**config.mk**
```make
export PLATFORM = sky130hd
export DESIGN_NAME = spi_data_fifo
export DESIGN_NICKNAME = d
export VERILOG_FILES = /design/src/rtl/spi_data_fifo.sv
export SDC_FILE = /design/constraint.sdc
export NUM_CORES = 1
export LEC_CHECK = 0
export ABC_AREA = 1
export CAP_MARGIN = 15
export CELL_PAD_IN_SITES_DETAIL_PLACEMENT = 0
export CELL_PAD_IN_SITES_GLOBAL_PLACEMENT = 1
export CORE_MARGIN = 5
export CORE_UTILIZATION = 45
export DETAILED_ROUTE_END_ITERATION = 8
export GPL_TIMING_DRIVEN = 0
export PLACE_DENSITY_LB_ADDON = 0.1
export SLEW_MARGIN = 15
export SYNTH_ARGS = -nofsm -noshare
export SYNTH_HDL_FRONTEND = slang
export SYNTH_SLANG_ARGS = --single-unit
```
**constraint.sdc**
```tcl
create_clock -name clk -period 4 [get_ports clk]
set_input_delay 0.6 -clock clk [delete_from_list [all_inputs] [get_ports clk]]
set_output_delay 0.6 -clock clk [all_outputs]
set_load 0.005 [all_outputs]
```
**src/rtl/spi_data_fifo.sv**
```systemverilog
`default_nettype none
// ---------------------------------------------------------------------------
// spi_data_fifo : show-ahead synchronous FIFO with wrap-bit pointers,
// threshold flags and sticky overflow/underflow.        Rev 1.0
// ---------------------------------------------------------------------------
module spi_data_fifo #(
  parameter int DATAWIDTH = 8,
  parameter int ADDRWIDTH = 2,
  parameter int AF_LEVEL  = (1 << ADDRWIDTH) - 1,
  parameter int AE_LEVEL  = 1
) (
  input  logic                 clk,
  input  logic                 rst,
  input  logic                 clr,
  input  logic [DATAWIDTH-1:0] din,
  input  logic                 wr_en,
  input  logic                 re_en,
  output logic [DATAWIDTH-1:0] dout,
  output logic                 full,
  output logic                 empty,
  output logic                 almost_full,
  output logic                 almost_empty,
  output logic [ADDRWIDTH:0]   count,
  output logic                 overflow,
  output logic                 underflow
);

  localparam int DEPTH = 1 << ADDRWIDTH;
  localparam logic [ADDRWIDTH:0] c_af_level = (ADDRWIDTH+1)'(AF_LEVEL);
  localparam logic [ADDRWIDTH:0] c_ae_level = (ADDRWIDTH+1)'(AE_LEVEL);

  logic [DATAWIDTH-1:0] mem_q [DEPTH];
  logic [ADDRWIDTH:0]   wr_ptr_q, wr_ptr_d;
  logic [ADDRWIDTH:0]   rd_ptr_q, rd_ptr_d;
  logic                 overflow_q, overflow_d;
  logic                 underflow_q, underflow_d;
  logic                 w_wr_accept, w_rd_accept;

  // Status is decoded from registered pointers only, so no request-to-output path.
  assign count        = wr_ptr_q - rd_ptr_q;
  assign empty        = (wr_ptr_q == rd_ptr_q);
  assign full         = (wr_ptr_q[ADDRWIDTH] != rd_ptr_q[ADDRWIDTH]) &&
                        (wr_ptr_q[ADDRWIDTH-1:0] == rd_ptr_q[ADDRWIDTH-1:0]);
  assign almost_full  = (count >= c_af_level);
  assign almost_empty = (count <= c_ae_level);
  assign dout         = mem_q[rd_ptr_q[ADDRWIDTH-1:0]];
  assign overflow     = overflow_q;
  assign underflow    = underflow_q;

  // A full FIFO still takes a write when the same cycle pops a word.
  assign w_rd_accept = re_en && !empty;
  assign w_wr_accept = wr_en && (!full || w_rd_accept);

  always_comb begin
    wr_ptr_d    = wr_ptr_q;
    rd_ptr_d    = rd_ptr_q;
    overflow_d  = overflow_q;
    underflow_d = underflow_q;
    if (clr) begin
      wr_ptr_d    = '0;
      rd_ptr_d    = '0;
      overflow_d  = 1'b0;
      underflow_d = 1'b0;
    end else begin
      if (w_wr_accept) wr_ptr_d = wr_ptr_q + 1'b1;
      if (w_rd_accept) rd_ptr_d = rd_ptr_q + 1'b1;
      if (wr_en && full && !re_en) overflow_d = 1'b1;
      if (re_en && empty) underflow_d = 1'b1;
    end
  end

  always_ff @(posedge clk) begin
    if (rst) begin
      wr_ptr_q    <= '0;
      rd_ptr_q    <= '0;
      overflow_q  <= 1'b0;
      underflow_q <= 1'b0;
    end else begin
      wr_ptr_q    <= wr_ptr_d;
      rd_ptr_q    <= rd_ptr_d;
      overflow_q  <= overflow_d;
      underflow_q <= underflow_d;
    end
  end

  // Reset scrubs storage so dout reads zero afterwards; a flush does not.
  always_ff @(posedge clk) begin
    if (rst) begin
      for (int i = 0; i < DEPTH; i++) mem_q[i] <= '0;
    end else if (w_wr_accept && !clr) begin
      mem_q[wr_ptr_q[ADDRWIDTH-1:0]] <= din;
    end
  end

endmodule
`default_nettype wire

```
Word-level counts from Yosys, hierarchy flattened. Memories as Yosys holds them, arrays and structs flattened. A register that Yosys moved wholly into a read port is not among the register bits. Index checks and enable logic that the tools add are counted.

Memories kept: 1. Logic and storage cells: 37. Register bits after elaboration: 8. RAM bits: 32.

Reductions and logical operators: 14. Equality and inequality tests: 3. Mux-type cells: 10. Add/sub/neg operators: 3. Magnitude comparators: 2.

Memory list: mem_q (words 4, width 8, rd ports 1, clocked after Yosys merged registers in 1, wr ports 4, line 32) `logic [DATAWIDTH-1:0] mem_q [DEPTH];`.

Operators with widths (number): $mux W8 (1); $reduce_or A8 Y1 (1); $logic_and A1 B1 Y1 (7); $add A3 B1 Y3 const B (2); $mux W1 (6); $mux W2 (3); $logic_not A1 Y1 (4); $eq A3 B3 Y1 (1); $ge A3 B2 Y1 const B (1); $le A3 B1 Y1 const B (1); $sub A3 B3 Y3 (1); $eq A2 B2 Y1 (1); $reduce_or A2 Y1 (1); $logic_or A1 B1 Y1 (1); $ne A1 B1 Y1 (1).

Longest topological paths before layout.
Depth after elaboration: 11. Gate-level depth with buffers: 10. Gate-level depth less buffers: 10.

Worst setup path before layout. OpenSTA, ideal clock, no wires.

Kind: register to register. From: register wr_ptr_q[0]. To: memory mem_q[0][0] (enable). Library setup time: 0.384 ns. Clock period less this slack: 2.305 ns. Stages on the path, launching flop included: 8. Arrival time: 1.920 ns. Slack: 1.695 ns. Buffers on the path: 0. Cell sequence: dfxtp_1 -> inv_1 -> ha_1 -> nand2_1 -> inv_1 -> nand3_4 -> nand4_4 -> o21ai_0.

RTL lines: start: declaration (line 33) `logic [ADDRWIDTH:0] wr_ptr_q, wr_ptr_d;`; start signal: assignment (line 79) `wr_ptr_q <= wr_ptr_d;`; end: declaration (line 32).

Worst setup path in the final report.
From: register wr_ptr_q[0]. To: output almost_full.

Word-level cells in the longest chain between the ends: 2.

RTL lines: $sub A3 B3 Y3 (line 40) `assign count = wr_ptr_q - rd_ptr_q;`; $ge A3 B2 Y1 (line 44) `assign almost_full = (count >= c_af_level);`; end: declaration (line 21) `output logic almost_full,`.

Every way passes these cells.

==> flow_summary.yaml <==
run_status:
  status: "complete, no violations"
detailed_routing:
  drc: 0
  wirelength_um: 4420
  ant_nets: 0
  vias_per_cell: 5.206
  post_drt_wl_per_cell_um: 15.40
  first_pass_iters: 4
  drtIter0Drc: 70
  vias: 1494
clock_network:
  cts_buffers: 5
  hold_buffers: 0
  worstSkewPairLatency_ps: 290
  cts-resized-gates: 0
  cts_max_level: 2
  postCtsSetupBuffers: 0
  path_clk_slew_ps: 80
  cts_sinks: 42
  cts_tree: "done"
  cts-root-buf: "clkbuf_8"
  clk_path_buf_depth: 2
critical_path:
  required_ps: 3400
  cp_cell_sequence: "inv_1, ha_1, inv_1, fa_1, xnor2_1, nor2_1, nor2_1, clkdlybuf4s50_1"
  critPathLaunchType: "flop"
  crit_end: "almost_full"
  crit_family: "buffers and inverters"
  cp_num_buf_inv: 3
  critPathLaunch: "wr_ptr_q[0]$_SDFFE_PP0N_"
  path_class: "flop to primary output"
  slowest_delay_ps: 510
  r2r_slack_ps: 1470
  worstPathMaxFanout: 4
  r2r-end: "mem_q[0][5]$_SDFFCE_PN0P_"
  worstSetupEndpointType: "primary output"
  timing.rr.start: "wr_ptr_q[0]$_SDFFE_PP0N_"
  cp.arrival_ps: 2350
  cp_slowest_cell: "clkdlybuf4s50_1"
  path_depth: 8
  worst_r2r_path_depth: 8
logic_synthesis:
  synth-seq-cells: 42
  synth-simple-area-share_pct: 21.06
  synth_mux_area_share_pct: 0
  synthXorXnorAreaFrac_pct: 1.297
  synth_top_family_by_area: "simple AND/OR/NAND/NOR gates"
  ys_warn_count: 0
  synth_seq_area_share_pct: 57.32
  syn_area_um2: 2026
  synth_cell_types: 26
  synth.avg_cell_area_um2: 10.28
  synthCells: 197
  synthAdderAreaFrac_pct: 3.459
  synth_compound_area_share_pct: 10.56
  syn-num-nets: 215
global_route:
  antenna_found_initial: 0
  grt_pass1_vias: 1515
  grt-ovfl-total: 0
  grt_pass1_wl_um: 7314
  grt_use_total_pct: 15.73
  grt_max_degree: 13
power:
  seq_power_share_pct: 56.7
  cellPowerDensity_nw_per_um2: 354.0
  peakVddDrop_mv: 0.1991
  total_leakage_power_nw: 0.9525
  swShare_pct: 24.11
  p_int_mw: 0.6634
  power.switching_mw: 0.2108
  pwr-share-comb_pct: 13.6
  pwr-share-clk_pct: 29.7
floorplanning:
  core-area_um2: 4354
  pin_count: 30
  die_w_um: 77.10
  start_util_pct: 46.52
  die_h_um: 77.10
  placementRows: 24
  die_area_um2: 5944
min_path:
  hold_path.class: "flop to flop"
timing:
  slew_headroom_pct: 50.49
  setup_tns_ps: 0
  setup_viol: 0
  fmax_mhz: 338.8
  finalHoldViolations: 0
  fin_crit_ps: 2952
  maxSlewViolCount: 0
  worst_pin_slew_ps: 737.7
  rsz0062_at_grt: "false"
  fin_crit_sh_pct: 73.79
  fin_skew_ps: 6.842
layout:
  n_antenna_cell: 0
  syn2layout_area_growth_pct: 21.93
  layout-drive-gt1-share_pct: 11.49
  fin_area_um2: 2470
  final_common_cell: "nor2_1"
  final_nets: 252
  mostFrequentLayoutCells: "37 x nor2_1, 32 x edfxtp_1, 29 x clkdlybuf4s50_1"
placement:
  place_area_um2: 2389
  hpwl_um: 3217
  gp_congestion: 0.7946
  numPortBuffers: 29
job:
  max_cap_viol_count: 0
worst reg2reg max path, delay by kind of cell, from the launching register on:
| kind | cells | cell delay (ps) |
|---|---|---|
| adder cells (fa/ha/maj) | 1 | 320 |
| buffers and inverters | 3 | 480 |
| AND/OR/NAND/NOR | 3 | 450 |
| AO/OA/AOI/OAI | 1 | 560 |
| flip-flops | 1 | 430 |
synth_stat cells:
library cell	count	area [µm²]
nor2_1	37	138.9
edfxtp_1	32	960.9
inv_1	26	97.59
o21ai_0	22	110.1
nand2_1	11	41.29
dfxtp_1	10	200.2
a21oi_1	9	45.04
nor3_2	9	90.09
o22ai_1	8	50.05
nor3_1	7	35.03
clkbuf_1	4	15.01
ha_1	4	50.05
nand3_1	3	15.01
nand3_4	2	35.03
xor2_1	2	17.52
buf_6	1	11.26
fa_1	1	20.02
inv_2	1	3.750
nand2_2	1	6.260
nand2_4	1	11.26
nand4_4	1	21.27
nor2_2	1	6.260
nor2_8	1	20.02
o21ai_2	1	8.760
or2_2	1	6.260
xnor2_1	1	8.760
state kept, by name (all words and copies together) (netlist names), named ones only:
name / count
overflow: 1
underflow: 1
rd_ptr_q: 3
mem_q: 32
wr_ptr_q: 3
metal layers:
metal	part of all wire [%]	routed length [µm]	track usage [%]	vias to the layer above
met5	0	0	0	-
met4	1.7	75	5.670	0
met3	5.0	221	4.333	6
met2	53	2354	29.03	34
met1	40	1769	16.97	712
li1	-	-	-	742
metrics by stage:
stage	hold WS [ps]	setup WS, ps	power (mW)	std cells	utilization (%)
2_1_floorplan	446.6	1695	0.5621	197	-
3_3_place_gp	439.4	1028	0.6217	278	54.68
3_5_place_dp	449.3	1098	0.6260	279	54.86
4_1_cts	462.8	1014	0.8792	287	56.72
5_1_grt	497.8	851.8	0.9098	287	56.72
6_report	456.7	1048	0.8742	287	56.72
worst min-delay path by stage:
| stage | startpoint | to | slack, ps | depth (start not counted) |
|---|---|---|---|---|
| 2_1_floorplan | overflow$_SDFFE_PP0P_ | overflow$_SDFFE_PP0P_ | 450 | 2 |
| 3_3_place_gp | overflow$_SDFFE_PP0P_ | overflow$_SDFFE_PP0P_ | 440 | 2 |
| 3_5_place_dp | underflow$_SDFFE_PP0P_ | underflow$_SDFFE_PP0P_ | 450 | 2 |
| 4_1_cts | underflow$_SDFFE_PP0P_ | underflow$_SDFFE_PP0P_ | 460 | 2 |
| 5_1_grt | underflow$_SDFFE_PP0P_ | underflow$_SDFFE_PP0P_ | 500 | 2 |
| 6_report | underflow$_SDFFE_PP0P_ | underflow$_SDFFE_PP0P_ | 460 | 2 |
area by class of cell:
type | instances | area, µm²
Fill cell | 375 | 1884
Sequential cell | 42 | 1161
Multi-Input combinational cell | 123 | 737.0
Timing Repair Buffer | 30 | 297.8
Inverter | 27 | 101.3
Clock buffer | 6 | 72.57
Tap cell | 52 | 65.06
Buffer | 5 | 26.28
Clock inverter | 2 | 8.758
power by group through the flow:
stage	combinational, mW	sequential [mW]	clock (mW)
3_3_place_gp	0.116	0.505	0
2_1_floorplan	0.0589	0.503	0
3_5_place_dp	0.120	0.506	0
4_1_cts	0.121	0.496	0.262
6_report	0.119	0.496	0.259
5_1_grt	0.131	0.497	0.281
logic make-up after synthesis:
logic type / count (synthesis)
XOR/XNOR: 3
flip-flops: 42
buffers and inverters: 32
AO/OA/AOI/OAI: 40
AND/OR/NAND/NOR: 75
adder cells (fa/ha/maj): 5
Power figures use the tool's default switching activity.
==> RTL change 1 (same flow settings) <==
Set the parameter `ADDRWIDTH` to 3 (it was 2).
--- a/src/rtl/spi_data_fifo.sv
+++ b/src/rtl/spi_data_fifo.sv
@@ -5,7 +5,7 @@
 // ---------------------------------------------------------------------------
 module spi_data_fifo #(
   parameter int DATAWIDTH = 8,
-  parameter int ADDRWIDTH = 2,
+  parameter int ADDRWIDTH = 3,
   parameter int AF_LEVEL  = (1 << ADDRWIDTH) - 1,
   parameter int AE_LEVEL  = 1
 ) (
Interface: changed (resized count); port bits go from 30 to 31. The function was not compared with the original's and may differ.
==> RTL change 1 against the unedited design <==
- non-clock buffer count up 8
- register-to-register slack got worse by 0.11 ns
- wire length increased by 99%
- total power is 100% higher
- setup slack worse by 0.43 ns
- count of clock-buffer cells in the layout up 7
- design area grew 79%
- fmax decreased by 13%
- global-route usage increased by 2.8 points
- sequential cell count increased by 35
- area after synthesis increased by 86%
- synthesized cell count is 95% higher
- critical path type unchanged
- largest power group unchanged
- highest routed layer unchanged
==> RTL change 1: results (changes against the unedited design) <==
metric;value;unit;change
Post-Synth XOR/XNOR Area;0.931;%;was 1.30%
worst skew pair latency;0.34;ns;was 0.29 ns
pin count of the biggest net entering global routing;14;;was 13
post-synthesis sequential area ratio;58.0;%;was 57.3%
Synth area leaders;edfxtp_1, nor2_1, dfxtp_1;;was edfxtp_1, dfxtp_1, nor2_1
number of enable flip-flop cells after synthesis;64;;was 32
first-pass GRT wire length;14100;microns;was 7310 microns
slew margin rel.;60.6;%;was 50.5%
1st-iter DRT viols;108;;was 70
post-synthesis adder-cell area fraction;2.19;%;was 3.46%
static leakage;0.00182;uW;was 0.000952 uW
Total GRT Usage;18.6;%;was 15.7%
nets;444;;was 252
average wire per standard cell;16.4;microns;was 15.4 microns
Synth Area in Compound Gates;8.24;%;was 10.6%
htree depth;3;;was 2
placed cell areas;0.00419;sq mm;was 0.00239 sq mm
Fillers;757;;was 375
vias in the first global route;2811;;was 1515
Worst EP arrival;2.79;ns;was 2.35 ns
pre-CTS setup slack;0.929;ns;was 1.10 ns
Synth cell types;32;;was 26
VDD IR max;0.156;mV;was 0.199 mV
CTS Buf Count;9;;was 5
layout cells sized above 1;10.2;%;was 11.5%
Post-Syn Area per Cell;9.78;sq um;was 10.3 sq um
GR Util met2;32.7;%;was 29.0%
Final Wtd Congestion;0.797;;was 0.795
Final HPWL DP;6420;microns;was 3220 microns
WL final;8800;microns;was 4420 microns
Synth top cells by count;nor2_1, edfxtp_1, nand2_1;;was nor2_1, edfxtp_1, inv_1
P_sw;383;uW;was 211 uW
met1 GRT Util;22.5;%;was 17.0%
Fin Clk Skew;0.00994;ns;was 0.00684 ns
GR met3 Demand/Resource;3.31;%;was 4.33%
syn_nets;404;;was 215
outcome;finished, final reports clean;;unchanged
placed insts;519;;was 279
==> RTL change 1: cell count changes after synthesis, sizes merged, moves of 4 or more <==
cell    before  now
nand2       13   62
edfxtp      32   64
nand4        1    9
buf          1    6
clkbuf       4    8
nor3        16    0
nand3        5   10
nor2        39  114
o21ai       23   33
o22ai        8   16
==> RTL change 1: power groups by stage <==
stage          Clock, uW  Combinational, uW  Sequential, uW
3_3_place_gp           0                176             921
4_1_cts              707                178             903
5_1_grt              740                195             906
3_5_place_dp           0                177             922
2_1_floorplan          0               96.9             918
6_report             693                175             903
==> RTL change 1: worst register-to-register path, stage by stage, from the launching register on <==
cell,delay [ns]
dfxtp_1,0.35
buf_6,0.16
clkinv_1,0.28
ha_1,0.43
inv_1,0.13
nor2_4,0.07
nand3_4,0.12
buf_12,0.17
nand4_4,0.19
nand2_1,0.39
==> RTL change 1: area by class of cell <==
class	instances	area, sq um	share of cell area, %
Clock buffer	13	180	4.07
Buffer	14	103	2.32
Timing Repair Buffer	29	290	6.55
Clock inverter	3	65.1	1.47
Tap cell	105	131	2.96
Sequential cell	77	2180	49.2
Multi-Input combinational cell	264	1370	30.9
Inverter	30	113	2.54
==> RTL change 1: path summary, 6_finish.rpt <==
kind,start,endpoint,slack (ns),cells after the start
setup / recovery,wr_ptr_q[0]$_SDFFE_PP0P_,almost_empty,0.61,8
hold / removal,overflow$_SDFFE_PP0P_,overflow$_SDFFE_PP0P_,0.46,2
setup reg to reg,wr_ptr_q[0]$_SDFFE_PP0P_,mem_q[6][2]$_SDFFCE_PN0P_,1.36,9
hold reg to reg,overflow$_SDFFE_PP0P_,overflow$_SDFFE_PP0P_,0.46,2
==> RTL change 1: per-layer routing <==
layer	vias up	part of all wire [%]
met5	-	0
met3	11	4.4
met4	0	1.4
met1	1323	42
li1	1372	-
met2	68	52
==> RTL change 2 (config.mk and constraints unchanged) <==
Without the edit above. Register the output `underflow` once more, cleared by the reset; this adds one clock of latency there. The other outputs are not delayed to match.
--- a/src/rtl/spi_data_fifo.sv
+++ b/src/rtl/spi_data_fifo.sv
@@ -45,7 +45,13 @@
   assign almost_empty = (count <= c_ae_level);
   assign dout         = mem_q[rd_ptr_q[ADDRWIDTH-1:0]];
   assign overflow     = overflow_q;
-  assign underflow    = underflow_q;
+  always_ff @(posedge clk) begin
+    if (rst) begin
+      underflow <= '0;
+    end else begin
+      underflow <= underflow_q;
+    end
+  end
 
   // A full FIFO still takes a write when the same cycle pops a word.
   assign w_rd_accept = re_en && !empty;
Formal check against the unedited RTL: not equivalent (a bounded check fails within 4 cycles, from zero or initial values and one cycle with rst high).
==> RTL change 2 against the unedited design <==
- count of clock-buffer cells in the layout rose by 2
- wire length up 1.1%
- setup slack got worse by 0.072 ns
- via count increased by 1.5%
- design area increased by 1.1%
- sequential share of layout area rose by 0.31 points
- critical path depth did not move
- clock power is 16% higher
- clock skew hardly changed
- sequential cell count rose by 1
- total power increased by 5.6%
- area after synthesis is 0.74% higher
- highest routed layer unchanged
==> RTL change 2: results (changes against the unedited design) <==
metric;value;unit;change
Yosys warning count;0;;unchanged
post-CTS resize count;0;;unchanged
Post-synth ARST share;0;%;unchanged
Synth top cells by count;nor2_1, edfxtp_1, inv_1;;unchanged
hold path startpoint;underflow_q$_SDFFE_PP0P_;;was underflow$_SDFFE_PP0P_
worst skew pair latency;0.30;ns;
nets;253;;was 252
crit-path max FO;4;;unchanged
cts hold-fix bufs;0;;unchanged
worst flop-to-flop path startpoint;wr_ptr_q[0]$_SDFFE_PP0N_;;unchanged
Worst-path clk slew;0.08;ns;about the same
DRT Pass-1 Iters;4;;unchanged
# Post-CTS Setup Buffers;0;;unchanged
Worst EP arrival;2.42;ns;was 2.35 ns
VDD IR max;0.194;mV;was 0.199 mV
root buffer cell;clkbuf_8;;unchanged
CTS Buf Count;5;;unchanged
top flop regs;mem_q (32), rd_ptr_q (3), wr_ptr_q (3);;unchanged
Synth area leaders;edfxtp_1, dfxtp_1, nor2_1;;unchanged
clock buffer depth;2;;unchanged
CP peak stage delay;0.50;ns;
1st-iter DRT viols;169;;was 70
routed vias;1517;;was 1494
critical path's slowest cell;clkdlybuf4s50_1;;unchanged
delay-heaviest family, CP;buffers and inverters;;unchanged
Final HPWL DP;3080;microns;was 3220 microns
average wire per standard cell;15.5;microns;was 15.4 microns
Max Used Layer;met4;;unchanged
syn_nets;217;;was 215
htree depth;2;;unchanged
met1 WL;1980;microns;was 1770 microns
initial antenna violation count;0;;unchanged
Setup crit start;wr_ptr_q[0]$_SDFFE_PP0N_;;unchanged
pre-CTS setup slack;1.27;ns;was 1.10 ns
first-pass GRT wire length;7220;microns;was 7310 microns
Worst-Margin Slew;0.860;ns;was 0.738 ns
Synth cell types;26;;unchanged
outcome;finished, final reports clean;;unchanged
met2 WL;2120;microns;was 2350 microns
Hold Path Class;reg -> reg;;unchanged
vias in the first global route;1463;;was 1515
layout cells sized above 1;11.4;%;was 11.5%
Die W;77.3;microns;was 77.1 microns
number of enable flip-flop cells after synthesis;32;;unchanged
post-synthesis sequential area ratio;57.9;%;was 57.3%
antenna cells;0;;unchanged
port buffer count;29;;unchanged
Fin Clk Skew;0.00698;ns;was 0.00684 ns
met3 WL post-DR;310;microns;was 221 microns
static leakage;0.000955;uW;was 0.000952 uW
Final Wtd Congestion;0.752;;was 0.795
Total GRT Usage;15.5;%;was 15.7%
pin count of the biggest net entering global routing;13;;unchanged
## RTL change 2: path summary, 6_finish.rpt
check | to | slack (ns) | depth (start not counted)
hold / removal | underflow$_SDFF_PP0_ | 0.44 | 2
setup reg to reg | mem_q[2][6]$_SDFFCE_PN0P_ | 1.42 | 7
hold reg to reg | underflow$_SDFF_PP0_ | 0.44 | 2
setup / recovery | almost_full | 0.98 | 8
## RTL change 2: power breakdown
| group | switching, uW | internal [uW] |
|---|---|---|
| registers | 7.85 | 498 |
| clock network | 143 | 158 |
| logic | 63.3 | 54.0 |
| total | 214 | 710 |
## RTL change 2: cell type report
class                           count  area, sq um
Timing Repair Buffer               29          290
Clock buffer                        8          100
Fill cell                         378         1890
Sequential cell                    43         1180
Multi-Input combinational cell    124          732
Tap cell                           52         65.1
Inverter                           27          101
Buffer                              5         26.3
## RTL change 2: logic make-up after synthesis
group	Yosys count	synth area share, %
AND/OR/NAND/NOR	76	20.7
buffers and inverters	32	6.25
XOR/XNOR	3	1.29
flip-flops	43	57.9
AO/OA/AOI/OAI	40	10.5
adder cells (fa/ha/maj)	5	3.43
## RTL change 2: through the flow
step | std cells | instance area (sq um)
floorplan | 199 | 2040
global placement | 280 | 2400
detailed placement | 280 | 2400
CTS | 288 | 2500
global route | 288 | 2500
finish | 288 | 2500
## RTL change 2: metal layers
| layer | track usage [%] | vias up |
|---|---|---|
| met4 | 5.15 | 0 |
| met2 | 24.9 | 58 |
| li1 | - | 748 |
| met1 | 20.3 | 705 |
| met5 | 0 | - |
| met3 | 4.05 | 6 |
## RTL change 2: worst register-to-register path, cell delays in order, from the launching register on
cell     delay (ns)
dfxtp_1        0.43
inv_1          0.16
ha_1           0.34
nand2_1        0.13
inv_1          0.09
nand3_4        0.12
nand4_4        0.20
o21ai_1        0.74
